### src/rtl/rf_wb_pkg.sv
// Shared types and widths for the GPR write-port arbiter.
package rf_wb_pkg;

    localparam int unsigned REG_W    = 5;
    localparam int unsigned DATA_W   = 32;
    localparam int unsigned NUM_REGS = 32;

    typedef struct packed {
        logic [REG_W-1:0]  addr;
        logic [DATA_W-1:0] data;
    } wb_entry_t;

    typedef enum logic [1:0] {
        G_NONE,
        G_PIPE,
        G_LU
    } grant_e;

    // One-hot scoreboard mask for a register number.
    function automatic logic [NUM_REGS-1:0] reg_onehot(input logic [REG_W-1:0] a);
        return NUM_REGS'(1) << a;
    endfunction

endpackage

### src/rtl/rf_wb_fifo.sv
// Small synchronous FIFO buffering late long-unit results until they win the port.
module rf_wb_fifo
    import rf_wb_pkg::*;
#(
    parameter int unsigned DEPTH = 2
) (
    input  logic      clk,
    input  logic      rst,
    input  logic      push_i,
    input  wb_entry_t wdata_i,
    input  logic      pop_i,
    output logic      full_o,
    output logic      empty_o,
    output wb_entry_t head_o
);

    localparam int unsigned PTR_W = (DEPTH > 1) ? $clog2(DEPTH) : 1;
    localparam int unsigned CNT_W = $clog2(DEPTH + 1);

    wb_entry_t        mem_q [DEPTH];
    logic [PTR_W-1:0] wr_ptr_q, wr_ptr_d;
    logic [PTR_W-1:0] rd_ptr_q, rd_ptr_d;
    logic [CNT_W-1:0] count_q, count_d;
    logic             push_ok;
    logic             pop_ok;

    function automatic logic [PTR_W-1:0] ptr_inc(input logic [PTR_W-1:0] p);
        return (p == PTR_W'(DEPTH - 1)) ? '0 : p + PTR_W'(1);
    endfunction

    assign full_o  = (count_q == CNT_W'(DEPTH));
    assign empty_o = (count_q == '0);
    assign head_o  = mem_q[rd_ptr_q];
    assign push_ok = push_i && !full_o;
    assign pop_ok  = pop_i && !empty_o;

    always_comb begin
        wr_ptr_d = wr_ptr_q;
        rd_ptr_d = rd_ptr_q;
        count_d  = count_q;
        if (push_ok) begin
            wr_ptr_d = ptr_inc(wr_ptr_q);
        end
        if (pop_ok) begin
            rd_ptr_d = ptr_inc(rd_ptr_q);
        end
        case ({push_ok, pop_ok})
            2'b10:   count_d = count_q + CNT_W'(1);
            2'b01:   count_d = count_q - CNT_W'(1);
            default: count_d = count_q;
        endcase
    end

    always_ff @(posedge clk) begin
        if (rst) begin
            wr_ptr_q <= '0;
            rd_ptr_q <= '0;
            count_q  <= '0;
        end else begin
            wr_ptr_q <= wr_ptr_d;
            rd_ptr_q <= rd_ptr_d;
            count_q  <= count_d;
        end
    end

    // Payload storage carries no reset; validity is tracked by count_q alone.
    always_ff @(posedge clk) begin
        if (push_ok) begin
            mem_q[wr_ptr_q] <= wdata_i;
        end
    end

endmodule

### src/rtl/rf_wb_arbiter.sv
// Shares the single GPR write port between pipeline writeback and late long-unit
// results, with a busy scoreboard for hazards and a bounded wait for the late unit.
module rf_wb_arbiter
    import rf_wb_pkg::*;
#(
    parameter int unsigned DEPTH    = 2,
    parameter int unsigned MAX_WAIT = 4
) (
    input  logic                clk,
    input  logic                rst,
    input  logic                p_valid,
    input  logic [REG_W-1:0]    p_addr,
    input  logic [DATA_W-1:0]   p_data,
    output logic                p_stall,
    input  logic                iss_valid,
    input  logic [REG_W-1:0]    iss_addr,
    output logic                iss_ready,
    input  logic                lu_valid,
    input  logic [REG_W-1:0]    lu_addr,
    input  logic [DATA_W-1:0]   lu_data,
    output logic                lu_ready,
    output logic                rf_wen,
    output logic [REG_W-1:0]    rf_waddr,
    output logic [DATA_W-1:0]   rf_wdata,
    output logic [NUM_REGS-1:0] busy
);

    localparam int unsigned CNT_W = $clog2(DEPTH + 1);
    localparam int unsigned ST_W  = (MAX_WAIT > 0) ? $clog2(MAX_WAIT + 1) : 1;

    wb_entry_t           head;
    wb_entry_t           lu_entry;
    logic                fifo_full;
    logic                fifo_empty;
    logic                push;
    logic                pop;
    logic                iss_accept;
    logic                force_lu;
    logic                p_block;
    grant_e              grant;

    logic [NUM_REGS-1:0] busy_q, busy_d;
    logic [CNT_W-1:0]    outst_q, outst_d;
    logic [ST_W-1:0]     starve_q, starve_d;

    assign lu_entry = '{addr: lu_addr, data: lu_data};

    rf_wb_fifo #(
        .DEPTH (DEPTH)
    ) u_fifo (
        .clk     (clk),
        .rst     (rst),
        .push_i  (push),
        .wdata_i (lu_entry),
        .pop_i   (pop),
        .full_o  (fifo_full),
        .empty_o (fifo_empty),
        .head_o  (head)
    );

    // Grant: starved FIFO head first, then an unblocked pipeline write, then the FIFO.
    always_comb begin
        force_lu = !fifo_empty && (starve_q == ST_W'(MAX_WAIT));
        p_block  = p_valid && (p_addr != '0) && busy_q[p_addr];
        grant    = G_NONE;
        if (!rst) begin
            if (force_lu) begin
                grant = G_LU;
            end else if (p_valid && !p_block) begin
                grant = G_PIPE;
            end else if (!fifo_empty) begin
                grant = G_LU;
            end
        end
    end

    // Write port is driven straight from the grant; r0 writes are consumed silently.
    always_comb begin
        rf_waddr = p_addr;
        rf_wdata = p_data;
        if (grant == G_LU) begin
            rf_waddr = head.addr;
            rf_wdata = head.data;
        end
        rf_wen    = (grant != G_NONE) && (rf_waddr != '0);
        p_stall   = !rst && p_valid && (grant != G_PIPE);
        lu_ready  = !rst && !fifo_full;
        iss_ready = !rst && ((iss_addr == '0) || !busy_q[iss_addr])
                    && (outst_q < CNT_W'(DEPTH));
    end

    assign busy       = busy_q;
    assign pop        = (grant == G_LU);
    assign push       = lu_valid && lu_ready;
    assign iss_accept = iss_valid && iss_ready;

    always_comb begin
        busy_d   = busy_q;
        outst_d  = outst_q;
        starve_d = starve_q;

        if (pop) begin
            busy_d = busy_d & ~reg_onehot(head.addr);
        end
        if (iss_accept) begin
            busy_d = busy_d | reg_onehot(iss_addr);
        end
        busy_d[0] = 1'b0;

        case ({iss_accept, pop})
            2'b10:   outst_d = outst_q + CNT_W'(1);
            2'b01:   outst_d = outst_q - CNT_W'(1);
            default: outst_d = outst_q;
        endcase

        // Counts cycles the head has been denied the port, saturating at the limit.
        if (fifo_empty || pop) begin
            starve_d = '0;
        end else if (starve_q != ST_W'(MAX_WAIT)) begin
            starve_d = starve_q + ST_W'(1);
        end
    end

    always_ff @(posedge clk) begin
        if (rst) begin
            busy_q   <= '0;
            outst_q  <= '0;
            starve_q <= '0;
        end else begin
            busy_q   <= busy_d;
            outst_q  <= outst_d;
            starve_q <= starve_d;
        end
    end

endmodule

### config.mk
export PLATFORM = sky130hd
export DESIGN_NAME = rf_wb_arbiter
export DESIGN_NICKNAME = d
export VERILOG_FILES = /design/src/rtl/rf_wb_pkg.sv /design/src/rtl/rf_wb_fifo.sv /design/src/rtl/rf_wb_arbiter.sv
export SDC_FILE = /design/constraint.sdc
export NUM_CORES = 1
export LEC_CHECK = 0
export CAP_MARGIN = 20
export CORE_ASPECT_RATIO = 0.5
export CORE_MARGIN = 3
export CORE_UTILIZATION = 30
export DETAILED_ROUTE_END_ITERATION = 12
export DONT_BUFFER_PORTS = 1
export GPL_TIMING_DRIVEN = 0
export MAX_ROUTING_LAYER = met4
export PLACE_DENSITY = 0.44
export SYNTH_ARGS = -nofsm -noshare
export SYNTH_HDL_FRONTEND = slang
export SYNTH_SLANG_ARGS = --single-unit
### constraint.sdc
create_clock -name clk -period 4.6 [get_ports clk]
set_input_delay 0.23 -clock clk [delete_from_list [all_inputs] [get_ports clk]]
set_output_delay 0.23 -clock clk [all_outputs]
set_load 0.005 [all_outputs]
After elaboration in Yosys (flattened, before gate mapping)
Memories as Yosys holds them, arrays and structs flattened. A register that Yosys moved wholly into a read port is not among the register bits.
Index checks and enable logic that the tools add are counted.
Cells by class
  add/subtract/negate cells: 7
  order comparisons: 3
  eq/ne operators: 9
  shift-type cells: 2
  mux-type cells: 20
  bitwise logic cells: 3
  reduce and logical (&&, ||, !) cells: 29
Operators by type and width (number)
  two-way mux 32 bit: 3
  left shift 1 x 5 -> 32 bit, first input constant: 2
  bitwise AND 32 bit: 1
  inverter 32 bit: 1
  bitwise OR 32 bit: 1
  logical AND 1 bit: 14
  < comparator 5 x 6 -> 1 bit, second input constant: 2
  binary-select mux 1 bit (select 5 bit): 2
  nonzero test 5 bit: 2
  == test 2 bit, second input constant: 4
  two-way mux 1 bit: 8
  two-way mux 2 bit: 4
  case mux 2 bit (2 select lines): 2
  nonzero test 2 bit: 3
  zero test 1 bit: 5
  zero test 5 bit: 1
  two-way mux 5 bit: 1
  adder 2 x 1 -> 2 bit, second input constant: 2
  == test 2 x 1 -> 1 bit, second input constant: 2
  subtractor 2 x 1 -> 2 bit, second input constant: 2
  adder 3 x 1 -> 3 bit, second input constant: 1
  == test 3 bit, second input constant: 1
  != test 3 bit, second input constant: 1
  adder 1 bit, second input constant: 2
  other kinds (5): 6
Word-level totals
  register bits after elaboration: 41
  RAM bits: 74
  bits of input ports: 84
  output and inout bits: 73
  word-level logic and storage cells: 81
  memories kept: 1
Memories
  u_fifo.mem_q: words 2, width 37, read ports 1, clocked after Yosys merged registers in 1, write ports 1, line rf_wb_fifo.sv:20  | wb_entry_t mem_q [DEPTH];

Depth between registers and ports, before layout
Gate-level depths: netlist of the first run.
  depth after elaboration: 12
  mapped depth: 12
  depth with buffers taken out: 10

Modules after synthesis
A second synthesis of the first run with hierarchy kept.
Unflattened totals
  cells, all modules: 468
  area, all modules: 5828.1 µm²
Modules (own cells, without submodules)
  rf_wb_arbiter: times used 1, cells each 327, area each 2945.3 µm², sequential area each 720.7 µm²
  rf_wb_fifo: times used 1, cells each 141, area each 2882.8 µm², sequential area each 2322.2 µm²

Worst setup path before layout of the first run
OpenSTA, ideal clock, no wires.
  kind: flip-flop to flip-flop
  from: register u_fifo.count_q[0]
  to: memory u_fifo.mem_q[0][0] in the netlist's numbering (enable)
  library setup time: 0.431 ns
  data arrival time: 2.356 ns
  data required time: 4.169 ns
  setup slack: 1.813 ns
  stages on the path, launching flop included: 5
  buffers on the path: 0
  clock period less this slack: 2.787 ns
  cells stage by stage: dfxtp_1 > inv_1 > a21oi_1 > nand2_1 > nor2_1
Between the ends
  longest elaborated chain between the ends: 7
Ends and longest elaborated chain
  start: declaration: line rf_wb_fifo.sv:23  | logic [CNT_W-1:0] count_q, count_d;
  start signal: assignment: line rf_wb_fifo.sv:62  | count_q <= count_d;
  == test 2 bit: line rf_wb_fifo.sv:31  | assign full_o = (count_q == CNT_W'(DEPTH));
  zero test 1 bit: line rf_wb_arbiter.sv:87  | lu_ready = !rst && !fifo_full;
  logical AND 1 bit: line rf_wb_arbiter.sv:87
  named net lu_ready: line rf_wb_arbiter.sv:21  | output logic lu_ready,
  logical AND 1 bit: line rf_wb_arbiter.sv:94  | assign push = lu_valid && lu_ready;
  logical AND 1 bit: line rf_wb_fifo.sv:34  | assign push_ok = push_i && !full_o;
  two-way mux 1 bit: line rf_wb_fifo.sv:68  | if (push_ok) begin
  two-way mux 1 bit (not written as such): line rf_wb_fifo.sv:69  | mem_q[wr_ptr_q] <= wdata_i;
  end: declaration: line rf_wb_fifo.sv:20
The timed path passes the listed nets, and every way through them passes these cells.

==> results of run 1 <==
## where the power goes
group | switching (W) | internal, W
sequential | 0.0000207 | 0.00115
combinational | 0.000271 | 0.000214
clock | 0.000517 | 0.000748
total | 0.000808 | 0.00211
## final cells by class
cell class	count	area, µm²
inverters	10	37.5
repair buffers	40	418
well taps	259	324
multi-input cells	330	2710
fillers	1862	11600
clock buffers	18	429
clock inverters	14	131
flip-flops and latches	115	3040
plain buffers	32	175
## cells by family (layout without fill, tap and decap cells)
kind of cell | Yosys count | after routing | share of synthesized area [%]
DFF | 115 | 115 | 51.1
AOI/OAI and AO/OA | 114 | 114 | 12.9
other | 1 | 1 | 0.0629
muxes | 96 | 96 | 21.5
adders and majority gates | 4 | 4 | 0.840
buffers and inverters | 42 | 114 | 3.57
xor gates and xnor gates | 5 | 5 | 0.735
and+or+nand+nor | 110 | 110 | 9.37
## routing by layer
layer	vias up	routed length (µm)
li1	2013	-
met1	2080	8180
met2	123	8310
met3	8	1020
met4	0	85
met5	-	0
## cells in the mapped netlist (all sizes together), types with 18 or more instances
master and number:
nor2 23, nor3 18, dfxtp 41, a21oi 43, nand2 26, edfxtp 74, a22oi 18, mux2 78
clkbuf 20, a211oi 19
## tightest hold or removal path: cells and delay by family
family,cells,cell delay [ns]
xor+xnor,1,0.09
simple gates,2,0.21
## registers in the layout (all words and copies together) (netlist names), named ones only
register / count
starve_q: 3
u_fifo.mem_q: 74
u_fifo.wr_ptr_q: 1
outst_q: 2
busy: 31
u_fifo.rd_ptr_q: 1
u_fifo.count_q: 2
## through the flow
stage	setup slack [ns]	hold slack [ns]
after floorplan	1.81	0.329
after global placement	0.309	0.329
after detailed placement	1.32	0.329
after CTS	1.34	0.139
after global routing	1.18	0.172
final	1.41	0.152
## how the worst min path moves through the flow
stage                      from                  end  slack (ns)  depth (start not counted)
finish                 lu_valid      u_fifo.wr_ptr_q        0.15                          3
global route           lu_valid      u_fifo.wr_ptr_q        0.17                          3
global placement     lu_data[3]   u_fifo.mem_q[0][3]        0.33                          0
detailed placement  lu_data[27]  u_fifo.mem_q[0][27]        0.33                          0
CTS                    lu_valid      u_fifo.wr_ptr_q        0.14                          3
floorplan            lu_data[0]   u_fifo.mem_q[0][0]        0.33                          0
==> reports/qor.yml, run 1 <==
final_layout:
  fin_nets: 634
  utilization_pct: 38.4
  drive_gt1_share_pct: 25.4
  stdcell_count: 818
  antenna_cells: 0
  final_common_cell: "edfxtp_1"
  syn_to_final_growth_pct: 22.0
  layout_common_cells: "74 x edfxtp_1, 59 x mux2_2, 42 x a21oi_1"
  fin_area_um2: 7270
cts:
  cts_tree: "yes"
  cts_max_path_buffers: 2
  clkTransAtPathRegs_ns: 0.06
  worstSkewPairLatency_ns: 0.41
  hold_buffers: 37
  cts_buffers: 17
  cts_sinks: 115
  ctsResizeCount: 0
  cts_root_buf: "clkbuf_16"
  cts_setup_buffers: 0
  htree_num_levels: 4
detailed_routing:
  drt_iter0_drc: 239
  ant_nets: 0
  vias_per_cell: 5.16
  wire_per_inst_um: 21.5
  vias: 4224
  drc: 0
  wl_um: 17600
  drt-pass1-iter-count: 4
sta:
  hold_viol_final: 0
  fin_skew_ns: 0.00741
  fin_setup_tns_ns: 0
  post-route-period-util_pct: 69.3
  setup_viol: 0
  worst_slew_pin_slew_ns: 0.929
  slew_headroom_pct: 37.9
  fmax_mhz: 314
  drv_slew: 0
  rsz0062_at_grt: "false"
  min_period_ns: 3.19
synth:
  yosysTopAreaCellShare_pct: 37.3
  async_flop_share_pct: 0
  synthFlopType: "edfxtp_1"
  synth_seq_area_share_pct: 51.1
  syn_area_um2: 5960
  synth.distinct_cells: 54
  avgSynthCellArea_um2: 12.2
  syn_nets: 575
  yosys_warnings: 0
  yosysTopAreaCell: "edfxtp_1"
  synth_edf_count: 74
  ys_top_cells_by_area: "edfxtp_1 37%, dfxtp_1 14%, mux2_2 11%, mux2_4 4.8%, mux4_2 4.5%"
  synth.ff_latch_count: 115
  synthCells: 487
place:
  hpwl_um: 12900
  portBuffers: 0
  place_inst: 749
  gp_congestion: 0.889
  placed_area_um2: 6340
global_route:
  grt-busiest-layer: "met2"
  grt_pass1_vias: 4397
  antenna_found_initial: 0
  grt_start_max_net_pins: 25
  grtUsageMet3_pct: 5.00
  grt_use_met1_pct: 22.3
  use_met2_pct: 26.4
  grt_first_pass_wirelength_um: 26800
  grt_overflow: 0
  grt_util_all_layers_pct: 17.0
critical_path:
  cpMostUsedCell: "clkbuf_1"
  end_kind: "primary output"
  crit_type: "reg -> out"
  path_delay_family: "buffers and inverters"
  rrSetupSlack_ns: 1.73
  rr_startpoint: "busy[12]"
  arrival_ns: 2.96
  max_stage_delay_ns: 0.57
  required_ns: 4.37
  crit_chain: "clkbuf_1 -> clkbuf_1 -> clkbuf_1 -> mux2_2 -> mux2_4"
  worstSetupEndpoint: "rf_wdata[0]"
  path_depth: 5
  rr_worst_depth: 10
  crit_slowest_cell: "clkbuf_1"
  critPathLaunchType: "flop"
  crit_buf_inv: 3
  crit_fanout: 10
  r2r_end: "u_fifo.count_q[1]"
floorplan:
  die_y_um: 106
  coreArea_um2: 18900
  dieArea_um2: 21700
  row_count: 35
  fp.dieW_um: 205
  initial_core_util_pct: 31.5
  ios: 157
power_and_ir_drop:
  finalPower_w: 0.00292
  p_per_area_nw_per_um2: 401
  vdd_drop_max_v: 0.000262
  power_leakage_nw: 2.41
min_path:
  hold_class: "in -> reg"
flow_run:
  drv_cap: 0
outcome:
  status: "finished clean"
Power figures use the tool's default switching activity.
==> run 2: changes to the inputs <==
- clock period: 4.6 -> 3.3 ns (I/O delays scaled with it)
==> reports/qor.yml, run 2 (synthesis gave the netlist of run 1 again) <==
critical_path:
  required_ns: 3.13
  rrSetupSlack_ns: 0.43
  crit_fanout: 10
  end_kind: "primary output"
  r2r_end: "u_fifo.count_q[1]"
  crit_slowest_cell: "clkbuf_1"
  rr_startpoint: "busy[12]"
  arrival_ns: 2.86
  cpMostUsedCell: "clkbuf_1"
  max_stage_delay_ns: 0.51
  crit_chain: "clkbuf_1 -> clkbuf_1 -> clkbuf_1 -> mux2_2 -> mux2_4"
  path_delay_family: "buffers and inverters"
  crit_buf_inv: 3
  critPathLaunchType: "flop"
  rr_worst_depth: 10
  crit_type: "reg -> out"
sta:
  rsz0062_at_grt: "false"
  setup_viol: 0
  drv_slew: 0
  slew_headroom_pct: 37.9
  post-route-period-util_pct: 91.7
  min_period_ns: 3.03
  hold_viol_final: 0
  fin_skew_ns: 0.00702
  fmax_mhz: 330
  hold_ws_ns: 0.0848
  worst_slew_pin_slew_ns: 0.928
floorplan:
  initial_core_util_pct: 31.5
  fp.dieW_um: 205
  dieArea_um2: 21700
  ios: 157
  coreArea_um2: 18900
  die_y_um: 106
  row_count: 35
min_path:
  min_from: "lu_valid"
  min_to: "u_fifo.wr_ptr_q"
  hold_class: "in -> reg"
  min_path_cells: 3
final_layout:
  stdcell_count: 818
  antenna_cells: 0
  largest_reg_flops: 74
  regMostFlops: "u_fifo.mem_q"
  final_common_cell: "edfxtp_1"
  syn_to_final_growth_pct: 22.0
  utilization_pct: 38.4
  fin_nets: 634
  drive_gt1_share_pct: 25.6
  layout_common_cells: "74 x edfxtp_1, 59 x mux2_2, 42 x a21oi_1"
cts:
  cts_root_buf: "clkbuf_16"
  worstSkewPairLatency_ns: 0.41
  cts_sinks: 115
  htree_num_levels: 4
  clkTransAtPathRegs_ns: 0.06
  cts_tree: "yes"
  cts_buffers: 17
  cts_setup_buffers: 0
  cts_max_path_buffers: 2
detailed_routing:
  drc: 0
  drt_iter0_drc: 239
  vias: 4222
  wl_um: 17600
  drt-pass1-iter-count: 4
  wire_per_inst_um: 21.5
  ant_nets: 0
  vias_per_cell: 5.16
place:
  portBuffers: 0
  gp_congestion: 0.889
  hpwl_um: 12900
  place_inst: 749
global_route:
  use_met2_pct: 26.4
  grtUsageMet3_pct: 5.00
  grt_use_met1_pct: 22.3
  grt_util_all_layers_pct: 17.0
  grt_start_max_net_pins: 25
  antenna_found_initial: 0
  grt_first_pass_wirelength_um: 26800
  grt-busiest-layer: "met2"
  grt_pass1_vias: 4397
  grt_overflow: 0
power_and_ir_drop:
  power_leakage_nw: 2.42
  combPwrFrac_pct: 16.6
  p_per_area_nw_per_um2: 559
  internal_power_w: 0.00294
  netSwitchingPower_w: 0.00113
  vdd_drop_max_v: 0.000368
  sw_frac_of_total_pct: 27.7
  sequentialPowerShare_pct: 40.0
  clockPowerShare_pct: 43.4
flow_run:
  drv_cap: 0
outcome:
  status: "finished clean"
run 2: changes by cell type in the layout (fill, tap and decap cells not counted):
| cell | change |
|---|---|
| clkbuf_2 | +1 |
| clkbuf_1 | -1 |
run 2: final cells by class:
| cell class | count | area, µm² |
|---|---|---|
| well taps | 259 | 324 |
| clock buffers | 18 | 429 |
| fillers | 1862 | 11600 |
| inverters | 10 | 37.5 |
| repair buffers | 40 | 418 |
| multi-input cells | 330 | 2710 |
| clock inverters | 14 | 131 |
| flip-flops and latches | 115 | 3040 |
| plain buffers | 32 | 176 |
run 2: repair_timing:
action	CTS	global route
gates resized for setup	0	2
setup endpoints to repair	0	10
endpoints found under the hold margin	74	0
hold buffers	37	0
run 2: power groups by stage:
stage / registers [W] / logic [W] / clock network (W)
after floorplan: 0.00165 / 0.000471 / 0
after global routing: 0.00163 / 0.000741 / 0.00189
after detailed placement: 0.00166 / 0.000645 / 0
after global placement: 0.00166 / 0.000634 / 0
after CTS: 0.00163 / 0.000689 / 0.00181
final: 0.00163 / 0.000676 / 0.00176
run 2: worst max-delay path by stage:
stage,endpoint,startpoint,depth (start not counted),slack [ns]
2_1_floorplan,u_fifo.mem_q[0][0],u_fifo.count_q[0],4,0.51
3_3_place_gp,u_fifo.mem_q[0][12],rst,4,-0.93
3_5_place_dp,outst_q[1],iss_addr[1],9,0.08
4_1_cts,rf_wdata[0],flop,5,0.11
5_1_grt,rf_wdata[17],flop,5,0.004
6_report,rf_wdata[17],flop,5,0.27
run 2: tightest hold or removal path, delay by kind of cell:
kind	cells	cell delay, ns
simple gates	2	0.21
xor+xnor	1	0.09
run 2: per-layer routing:
metal	share of wire, %	vias up
li1	-	2013
met4	0.47	0
met3	5.8	7
met2	47	119
met1	47	2083
met5	0	-
run 2: through the flow:
| stage | area, µm² | TNS (ns) | total power [W] | worst slack (ns) |
|---|---|---|---|---|
| after detailed placement | 6340 | 0 | 0.00230 | 0.0821 |
| after global placement | 6280 | -34.16 | 0.00229 | -0.926 |
| final | 7270 | 0 | 0.00407 | 0.273 |
| after global routing | 7270 | 0 | 0.00426 | 0.00354 |
| after floorplan | 5960 | 0 | 0.00212 | 0.513 |
| after CTS | 7270 | 0 | 0.00412 | 0.110 |
==> run 3: changes to the inputs <==
- CORE_MARGIN: 3 -> 5
- CORE_UTILIZATION: 30 -> 44
- PLACE_DENSITY: 0.44 -> 0.59
- RECOVER_POWER: unset -> 50
==> reports/qor.yml, run 3 (synthesis gave the netlist of run 1 again) <==
global_route:
  grt_start_max_net_pins: 28
  grt-busiest-layer: "met2"
  grt_util_all_layers_pct: 20.9
  grt_first_pass_wirelength_um: 25100
  grt_pass1_vias: 4457
  grt_use_met1_pct: 26.4
  grtUsageMet3_pct: 5.64
  antenna_found_initial: 0
  grt_overflow: 0
  use_met2_pct: 32.9
detailed_routing:
  drc: 0
  ant_nets: 0
  wire_per_inst_um: 22.2
  wl_um: 16300
  vias_per_cell: 5.99
  vias: 4398
  drt-pass1-iter-count: 6
  drt_iter0_drc: 435
final_layout:
  antenna_cells: 0
  drive_gt1_share_pct: 25.1
  multiInputGateArea_um2: 2700
  seqCellArea_um2: 3040
  layout_common_cells: "74 x edfxtp_1, 59 x mux2_2, 42 x a21oi_1"
  largest_reg_flops: 74
  final_common_cell: "edfxtp_1"
  utilization_pct: 53.5
  syn_to_final_growth_pct: 20.3
  regMostFlops: "u_fifo.mem_q"
  fill_cells: 1152
  fin_nets: 633
sta:
  fin_skew_ns: 0.0118
  drv_slew: 0
  fmax_mhz: 330
  setup_viol: 0
  worst_slew_pin_slew_ns: 1.43
  post-route-period-util_pct: 92.0
  rsz0062_at_grt: "false"
  min_period_ns: 3.03
  slew_headroom_pct: 4.34
  fin_setup_tns_ns: 0
  hold_viol_final: 0
floorplan:
  coreArea_um2: 13400
  ios: 157
  initial_core_util_pct: 44.5
  dieArea_um2: 16100
  die_y_um: 92.3
  fp.dieW_um: 175
  row_count: 30
critical_path:
  crit_fanout: 10
  critPathLaunchType: "flop"
  arrival_ns: 2.87
  end_kind: "primary output"
  crit_type: "reg -> out"
  max_stage_delay_ns: 0.54
  required_ns: 3.13
  path_delay_family: "buffers and inverters"
  cpMostUsedCell: "clkbuf_1"
  crit_slowest_cell: "clkbuf_1"
  crit_chain: "clkbuf_1 -> clkbuf_1 -> clkbuf_1 -> mux2_2 -> mux2_4"
  crit_buf_inv: 3
power_and_ir_drop:
  power_leakage_nw: 2.43
  finalPower_w: 0.00416
  p_per_area_nw_per_um2: 580
  vdd_drop_max_v: 0.000294
place:
  gp_congestion: 0.942
  portBuffers: 0
  hpwl_um: 11400
cts:
  hold_buffers: 37
  htree_num_levels: 4
  cts_max_path_buffers: 2
  ctsResizeCount: 0
  clkTransAtPathRegs_ns: 0.06
  worstSkewPairLatency_ns: 0.42
  cts_buffers: 17
  cts_root_buf: "clkbuf_16"
  cts_tree: "yes"
  cts_sinks: 115
  cts_setup_buffers: 0
flow_run:
  drv_cap: 0
min_path:
  hold_class: "in -> reg"
outcome:
  status: "finished clean"
run 3: cell count changes in the layout (fill, tap and decap cells not counted), sizes merged:
cell | before | now
buf | 15 | 13
bufinv | 1 | 2
clkinv | 6 | 3
clkinvlp | 4 | 3
inv | 13 | 17
run 3: metal layers:
| layer | share of wire, % | vias to the layer above |
|---|---|---|
| met4 | 1.7 | 0 |
| met1 | 42 | 2147 |
| met2 | 48 | 217 |
| met3 | 8.0 | 28 |
| li1 | - | 2006 |
| met5 | 0 | - |
run 3: area by class of cell:
| cell class | instances | share of cell area (%) |
|---|---|---|
| sequential | 115 | 42.4 |
| tap | 176 | 3.07 |
| inverter | 10 | 0.523 |
| clock inverter | 15 | 2.39 |
| multi-input combinational | 330 | 37.7 |
| clock buffer | 17 | 5.93 |
| buffer | 32 | 2.44 |
| timing repair buffer | 39 | 5.51 |
run 3: through the flow:
step	setup WS, ns	instance area, µm²	hold slack (ns)	std cells
after detailed placement	0.0715	6230	0.264	665
after global placement	-0.636	6180	0.264	663
after CTS	0.217	7190	0.0872	734
final	0.265	7170	0.0481	734
after global routing	0.0290	7170	0.0854	734
after floorplan	0.513	5960	0.264	487
run 3: power by group:
| part | switching (W) | internal [W] | total (W) |
|---|---|---|---|
| Clock | 0.000732 | 0.00113 | 0.00186 |
| Combinational | 0.000370 | 0.000294 | 0.000664 |
| Sequential | 0.0000293 | 0.00160 | 0.00163 |
run 3: tightest hold or removal path: stages:
cell and delay (ns):
nand2_1 0.10, xor2_1 0.08, nor2_1 0.08
run 3: final timing paths:
kind / from / end / slack (ns) / cells past startpoint
worst max register to register: busy[8] / u_fifo.count_q[1] / 0.44 / 10
worst min register to register: starve_q[0] / starve_q[0] / 0.47 / 1
worst min-delay path: lu_valid / u_fifo.wr_ptr_q / 0.05 / 3
worst max-delay path: flop / rf_wdata[27] / 0.27 / 5
